**src/rtl/ariane_emc_flash_rd_if.sv**
```systemverilog
// ariane_emc_flash_rd_if
// Request/response channel between the EMC APB bridge and the flash read engine.
//   req_valid / req_ready : request handshake, one halfword read per accept
//   req_addr  [26:0]      : byte address, bit 0 ignored by the engine
//   rsp_valid             : one-cycle pulse, rsp_data is valid
//   rsp_data  [15:0]      : captured halfword
// Modports: master = bridge side, slave = flash read engine.
interface ariane_emc_flash_rd_if;
    logic        req_valid;
    logic        req_ready;
    logic [26:0] req_addr;
    logic        rsp_valid;
    logic [15:0] rsp_data;

    modport master (
        output req_valid,
        output req_addr,
        input  req_ready,
        input  rsp_valid,
        input  rsp_data
    );

    modport slave (
        input  req_valid,
        input  req_addr,
        output req_ready,
        output rsp_valid,
        output rsp_data
    );
endinterface

```
**src/rtl/ariane_emc_flash_rd.sv**
```systemverilog
// ariane_emc_flash_rd
// Asynchronous-mode parallel NOR (BPI) flash read engine. Accepts one 16-bit
// halfword read at a time from the EMC bridge, sequences CE#/OE# with
// programmed setup/access/recovery timing and returns the captured halfword.
// Read-only: WE# is tied inactive and the data bus is always an input.
//
// Ports:
//   clk, rst          : system clock, synchronous active-high reset
//   bus (slave)       : req_valid/req_ready/req_addr, rsp_valid/rsp_data
//   flash_dq_i/o/t    : flash data bus (o tied 0, t tied all-1 = input)
//   flash_a           : flash address, bit 0 always 0
//   flash_we_b        : tied 1
//   flash_oe_b        : output enable, active low
//   flash_ce_b        : chip enable, active low
//   flash_adv_b       : tied 0 (asynchronous mode)
//   flash_wait        : flash WAIT, active high = data not ready
//
// Build option: EMC_FLASH_WAIT_EN
//   defined   : flash_wait is synchronized (2 flops) and extends ACCESS until
//               the counter has expired and the synced wait is low
//   undefined : flash_wait is ignored, timing is purely counter based
//
// state   | meaning
// --------+---------------------------------------------------------------
// IDLE    | CE#=OE#=1, req_ready high, waiting for a request
// SETUP   | CE#=0, OE#=1 for SETUP_CYC cycles (address setup to OE#)
// ACCESS  | CE#=OE#=0 for ACC_CYC cycles, data sampled on the last edge
// RECOVER | CE#=OE#=1 for REC_CYC cycles, rsp_valid in the first cycle
module ariane_emc_flash_rd #(
    parameter int SETUP_CYC = 1,
    parameter int ACC_CYC   = 10,
    parameter int REC_CYC   = 2
) (
    input  logic                         clk,
    input  logic                         rst,
    ariane_emc_flash_rd_if.slave         bus,
    input  logic [15:0]                  flash_dq_i,
    output logic [15:0]                  flash_dq_o,
    output logic [15:0]                  flash_dq_t,
    output logic [26:0]                  flash_a,
    output logic                         flash_we_b,
    output logic                         flash_oe_b,
    output logic                         flash_ce_b,
    output logic                         flash_adv_b,
    input  logic                         flash_wait
);

    localparam int MAX_SA  = (SETUP_CYC > ACC_CYC) ? SETUP_CYC : ACC_CYC;
    localparam int MAX_CYC = (MAX_SA > REC_CYC) ? MAX_SA : REC_CYC;
    localparam int CNT_W   = $clog2(MAX_CYC + 1);

    localparam logic [CNT_W-1:0] SETUP_LD = CNT_W'(SETUP_CYC);
    localparam logic [CNT_W-1:0] ACC_LD   = CNT_W'(ACC_CYC);
    localparam logic [CNT_W-1:0] REC_LD   = CNT_W'(REC_CYC);
    localparam logic [CNT_W-1:0] CNT_ONE  = CNT_W'(1);

    typedef enum logic [1:0] {
        IDLE    = 2'd0,
        SETUP   = 2'd1,
        ACCESS  = 2'd2,
        RECOVER = 2'd3
    } state_t;

    state_t             state;
    logic [CNT_W-1:0]   cnt;
    logic               ce_b_q;
    logic               oe_b_q;
    logic               rsp_valid_q;
    logic [15:0]        rsp_data_q;
    logic [26:0]        addr_q;
    logic               wait_ok;

`ifdef EMC_FLASH_WAIT_EN
    logic wait_s1;
    logic wait_s2;
    logic unused_addr0;

    always_ff @(posedge clk) begin
        if (rst) begin
            wait_s1 <= 1'b0;
            wait_s2 <= 1'b0;
        end else begin
            wait_s1 <= flash_wait;
            wait_s2 <= wait_s1;
        end
    end

    assign wait_ok      = !wait_s2;
    assign unused_addr0 = bus.req_addr[0];
`else
    logic unused_in;

    assign wait_ok   = 1'b1;
    assign unused_in = flash_wait ^ bus.req_addr[0];
`endif

    // Combinational ready, forced low during reset so a request held across
    // reset is not taken on the reset edge.
    assign bus.req_ready = (state == IDLE) && !rst;

    always_ff @(posedge clk) begin
        if (rst) begin
            state       <= IDLE;
            cnt         <= '0;
            ce_b_q      <= 1'b1;
            oe_b_q      <= 1'b1;
            rsp_valid_q <= 1'b0;
            rsp_data_q  <= '0;
            addr_q      <= '0;
        end else begin
            rsp_valid_q <= 1'b0;
            case (state)
                IDLE: begin
                    if (bus.req_valid) begin
                        addr_q <= {bus.req_addr[26:1], 1'b0};
                        cnt    <= SETUP_LD;
                        ce_b_q <= 1'b0;
                        oe_b_q <= 1'b1;
                        state  <= SETUP;
                    end
                end
                SETUP: begin
                    if (cnt == CNT_ONE) begin
                        cnt    <= ACC_LD;
                        oe_b_q <= 1'b0;
                        state  <= ACCESS;
                    end else begin
                        cnt <= cnt - CNT_ONE;
                    end
                end
                ACCESS: begin
                    // Counter parks at 1 while WAIT holds the access open.
                    if (cnt == CNT_ONE) begin
                        if (wait_ok) begin
                            rsp_data_q  <= flash_dq_i;
                            rsp_valid_q <= 1'b1;
                            ce_b_q      <= 1'b1;
                            oe_b_q      <= 1'b1;
                            cnt         <= REC_LD;
                            state       <= RECOVER;
                        end
                    end else begin
                        cnt <= cnt - CNT_ONE;
                    end
                end
                RECOVER: begin
                    if (cnt == CNT_ONE) begin
                        cnt   <= '0;
                        state <= IDLE;
                    end else begin
                        cnt <= cnt - CNT_ONE;
                    end
                end
                default: begin
                    state <= IDLE;
                end
            endcase
        end
    end

    assign bus.rsp_valid = rsp_valid_q;
    assign bus.rsp_data  = rsp_data_q;
    assign flash_a       = addr_q;
    assign flash_ce_b    = ce_b_q;
    assign flash_oe_b    = oe_b_q;
    assign flash_we_b    = 1'b1;
    assign flash_adv_b   = 1'b0;
    assign flash_dq_o    = '0;
    assign flash_dq_t    = '1;

endmodule
```
**src/flat_wrapper.sv**
```systemverilog
// flat-port wrapper written by rule: the top's interface ports become plain ports
module ariane_emc_flash_rd_flat 
#(
    parameter int SETUP_CYC = 1,
    parameter int ACC_CYC   = 10,
    parameter int REC_CYC   = 2
)
  (clk, rst, flash_dq_i, flash_dq_o, flash_dq_t, flash_a, flash_we_b, flash_oe_b, flash_ce_b, flash_adv_b, flash_wait, bus_req_valid, bus_req_addr, bus_req_ready, bus_rsp_valid, bus_rsp_data);
  ariane_emc_flash_rd_if bus_i ();
  input  logic clk;
  input  logic rst;
  input  logic [15:0] flash_dq_i;
  output logic [15:0] flash_dq_o;
  output logic [15:0] flash_dq_t;
  output logic [26:0] flash_a;
  output logic flash_we_b;
  output logic flash_oe_b;
  output logic flash_ce_b;
  output logic flash_adv_b;
  input  logic flash_wait;
  input wire logic [$bits(bus_i.req_valid)-1:0] bus_req_valid;
  input wire logic [$bits(bus_i.req_addr)-1:0] bus_req_addr;
  output wire logic [$bits(bus_i.req_ready)-1:0] bus_req_ready;
  output wire logic [$bits(bus_i.rsp_valid)-1:0] bus_rsp_valid;
  output wire logic [$bits(bus_i.rsp_data)-1:0] bus_rsp_data;
  assign bus_i.req_valid = bus_req_valid;
  assign bus_i.req_addr = bus_req_addr;
  assign bus_req_ready = bus_i.req_ready;
  assign bus_rsp_valid = bus_i.rsp_valid;
  assign bus_rsp_data = bus_i.rsp_data;
  ariane_emc_flash_rd #(.SETUP_CYC(SETUP_CYC), .ACC_CYC(ACC_CYC), .REC_CYC(REC_CYC)) u_core (.clk(clk), .rst(rst), .bus(bus_i), .flash_dq_i(flash_dq_i), .flash_dq_o(flash_dq_o), .flash_dq_t(flash_dq_t), .flash_a(flash_a), .flash_we_b(flash_we_b), .flash_oe_b(flash_oe_b), .flash_ce_b(flash_ce_b), .flash_adv_b(flash_adv_b), .flash_wait(flash_wait));
endmodule
```
**config.mk**
```make
export PLATFORM = sky130hd
export DESIGN_NAME = ariane_emc_flash_rd_flat
export DESIGN_NICKNAME = d
export VERILOG_FILES = /design/src/rtl/ariane_emc_flash_rd_if.sv /design/src/rtl/ariane_emc_flash_rd.sv /design/src/flat_wrapper.sv
export SDC_FILE = /design/constraint.sdc
export NUM_CORES = 1
export LEC_CHECK = 0
export ABC_AREA = 1
export ABC_CLOCK_PERIOD_IN_PS = 1700
export BUFFER_PORTS_ARGS = -buffer_cell sky130_fd_sc_hd__buf_2
export CORE_ASPECT_RATIO = 1.5
export CORE_MARGIN = 5
export CORE_UTILIZATION = 34
export CTS_BUF_LIST = sky130_fd_sc_hd__clkbuf_4 sky130_fd_sc_hd__clkbuf_8
export DETAILED_ROUTE_END_ITERATION = 6
export PLACE_DENSITY = 0.75
export RECOVER_POWER = 25
export SYNTH_ARGS = -nofsm -noshare
export SYNTH_HDL_FRONTEND = slang
export SYNTH_SLANG_ARGS = --single-unit
```
**constraint.sdc**
```tcl
create_clock -name clk -period 1.7 [get_ports clk]
set_clock_uncertainty 0.05 [all_clocks]
set_input_delay 0.34 -clock clk [delete_from_list [all_inputs] [get_ports clk]]
set_output_delay 0.34 -clock clk [all_outputs]
set_load 0.01 [all_outputs]
```
==> impl_metrics.tcl <==
set metrics [dict create \
    outcome "finished, final reports clean" \
    clk_latency_ns 0.30 \
    cp_max_fo 5 \
    crit_path_end_kind "output port" \
    power_mw 4.275 \
    synth_mux_area_frac 0 \
    layout.nets 440 \
    regToRegSetupSlack_ns 0.23 \
    holdPathEnd "u_core.bus.rsp_data[7]$_SDFFE_PP0P_" \
    cts_buffer_depth 2 \
    diodes 0 \
    dr.pass1.iters 4 \
    synth_adder_area_share 0.03288 \
    powerDensity_nw_per_um2 1534 \
    via_count 2066 \
    fmax_mhz 621.7 \
    ios 128 \
    fp.coreArea_um2 6531 \
    cts_hold_buf 0 \
    seq_area_frac_synth 0.4471 \
    start_kind "flip-flop" \
    peakVddDrop_v 0.0007652 \
    synth_area_per_cell_um2 7.663 \
    synth_xor_area_frac 0.003836 \
    drv_cap 0 \
    yosysWarnings 0 \
    synth_top_family_by_area "simple AND/OR/NAND/NOR gates" \
    drt_iter0_markers 89 \
    grt-ovfl-total 0 \
    gp_congestion 0.8069 \
    clk_pin_slew_ns 0.10 \
    postRouteAntennaNets 0 \
    r2r_end "u_core.state[0]$_SDFFE_PP0P_" \
    synth_cell_type_count 24 \
    die_w_um 76.91 \
    hold_violations 0 \
    critPathKind "reg -> out" \
    area_growth_pct 22.08 \
    hold_path_class "in -> reg" \
    htreeDepth 2 \
    worstHoldStart "flash_dq_i[7]" \
    io_buffers 90 \
    routed_via_density 4.453 \
    cts_tree "yes" \
    synth-simple-area-share 0.2290 \
    slew_viol_final 0 \
    fin_crit_ns 1.609 \
    dpl.hpwl_um 4245 \
    start_util 0.3496 \
    worstPathArrival_ns 1.22 \
    rsz0062_at_grt "false" \
    finalSetupViolations 0 \
    syn_area_um2 2283 \
    worst_r2r_path_depth 7 \
    rows 36 \
    wl_per_cell_um 11.85 \
    holdPathStages 3 \
    grt_usage 0.1262 \
    die_height_um 110.4 \
    synth_seq_cells 51 \
    grt_max_degree 29 \
    root_buffer "clkbuf_8" \
    antenna_found_initial 0 \
    die_area_um2 8489 \
    grt_pass1_vias 2001 \
    fillCellCount 677 \
    numCtsBuffers 5 \
    wl_um 5498 \
    drive_above_1_share 0.2371 \
    cp.required_ns 1.31 \
    grt_pass1_wl_um 8604 \
    synth_compound_area_frac 0.1151 \
    cts_sinks 51 \
    syn_inst 298 \
    fin_crit_sh 0.9462 \
    drc_errors 0 \
    p_leak_nw 1.405 \
    r2r-start "u_core.state[0]$_SDFFE_PP0P_" \
    finalSetupTns_ns 0 \
]
==> how the worst max path moves through the flow <==
stage	from	endpoint	slack, ns	depth (start not counted)
after CTS	u_core.state[0]$_SDFFE_PP0P_	bus_req_ready	0.02	5
after global placement	u_core.state[0]$_SDFFE_PP0P_	u_core.state[0]$_SDFFE_PP0P_	0.19	7
after global routing	u_core.state[0]$_SDFFE_PP0P_	bus_req_ready	0.003	5
after floorplan	u_core.state[0]$_SDFFE_PP0P_	u_core.flash_a[16]$_SDFFE_PP0P_	0.38	7
final	u_core.state[0]$_SDFFE_PP0P_	bus_req_ready	0.09	5
after detailed placement	u_core.state[0]$_SDFFE_PP0P_	u_core.state[0]$_SDFFE_PP0P_	0.13	7
==> cell usage after synthesis, drive strengths merged <==
| library cell | number | area, um2 |
|---|---|---|
| conb | 2 | 7.510 |
| a21oi | 4 | 20.02 |
| inv | 14 | 55.06 |
| xor2 | 1 | 8.760 |
| clkbuf | 5 | 21.27 |
| clkinv | 1 | 3.750 |
| nand3b | 2 | 15.01 |
| nand4 | 1 | 6.260 |
| nand3 | 5 | 25.02 |
| ha | 6 | 75.07 |
| nor2 | 95 | 382.9 |
| nand2 | 23 | 93.84 |
| o21ai | 46 | 230.2 |
| dfxtp | 51 | 1021 |
| o211ai | 1 | 12.51 |
| buf | 41 | 305.3 |
==> state kept, by name, indices dropped and copies added (netlist names) <==
name and count:
u_core.flash_a 26, u_core.bus.rsp_data 16, u_core.cnt 4, u_core.state 2, u_core.bus.rsp_valid 1, u_core.flash_ce_b 1, u_core.flash_oe_b 1
==> layout by cell type (no fill, tap or decap), drive strengths merged <==
cell type / instances
o211ai: 1
clkbuf: 30
ha: 6
dfxtp: 51
conb: 35
xor2: 1
inv: 15
nand3: 5
nor2: 95
a21oi: 4
bufinv: 1
nand4: 1
clkinv: 1
nand2: 23
o21ai: 46
nand3b: 2
buf: 71
==> cell families (layout without fill, tap and decap cells) <==
| family | after synthesis | count (layout) |
|---|---|---|
| other cells | 2 | 35 |
| flops | 51 | 51 |
| xor+xnor | 1 | 1 |
| simple gates | 126 | 126 |
| buf+inv | 61 | 118 |
| compound gates | 51 | 51 |
| fa+ha+maj | 6 | 6 |
==> worst max-delay path, cell delays in order (launching register included) <==
cell and delay [ns]:
dfxtp_2 0.35, inv_1 0.08, ha_2 0.19, inv_2 0.06
nor2_2 0.09, buf_2 0.14
==> through the flow <==
step / util / cell area (um2) / hold slack, ns / std cells / setup WS (ns)
floorplan: - / 2407 / 0.3591 / 331 / 0.3781
global placement: 0.4117 / 2689 / 0.3901 / 456 / 0.1858
detailed placement: 0.4117 / 2689 / 0.3929 / 456 / 0.1324
CTS: 0.4307 / 2813 / 0.1871 / 464 / 0.02184
global route: 0.4268 / 2788 / 0.1913 / 464 / 0.003128
finish: 0.4268 / 2788 / 0.2004 / 464 / 0.09148
==> what timing repair did <==
item / 4_1_cts / 5_1_grt
buffers inserted: 0 / 0
pin swaps: 0 / 0
resized for setup: 3 / 2
endpoints found under the setup margin: 1 / 1
endpoints found under the hold margin: 0 / 0
==> area by class of cell <==
cell class | instances | area (um2) | share of cell area
well taps | 76 | 95.09 | 0.03411
multi-input cells | 219 | 1006 | 0.3609
inverters | 15 | 58.81 | 0.02110
flip-flops and latches | 51 | 1023 | 0.3671
repair buffers | 95 | 483.0 | 0.1732
clock inverters | 2 | 38.79 | 0.01391
clock buffers | 6 | 82.58 | 0.02962
==> metal layers <==
layer / vias up / global-route usage / part of all wire
li1: 1038 / - / -
met2: 102 / 0.2290 / 0.51
met1: 917 / 0.1219 / 0.35
met4: 0 / 0.07000 / 0.023
met3: 9 / 0.04878 / 0.12
met5: - / 0 / 0
==> power by group <==
part	switching [mW]	total, mW	leakage (nW)	internal [mW]
clock network	0.412	0.896	0.0618	0.484
logic	1.09	1.71	0.924	0.623
registers	0.164	1.67	0.419	1.51
(Power assumes the default switching activity.)
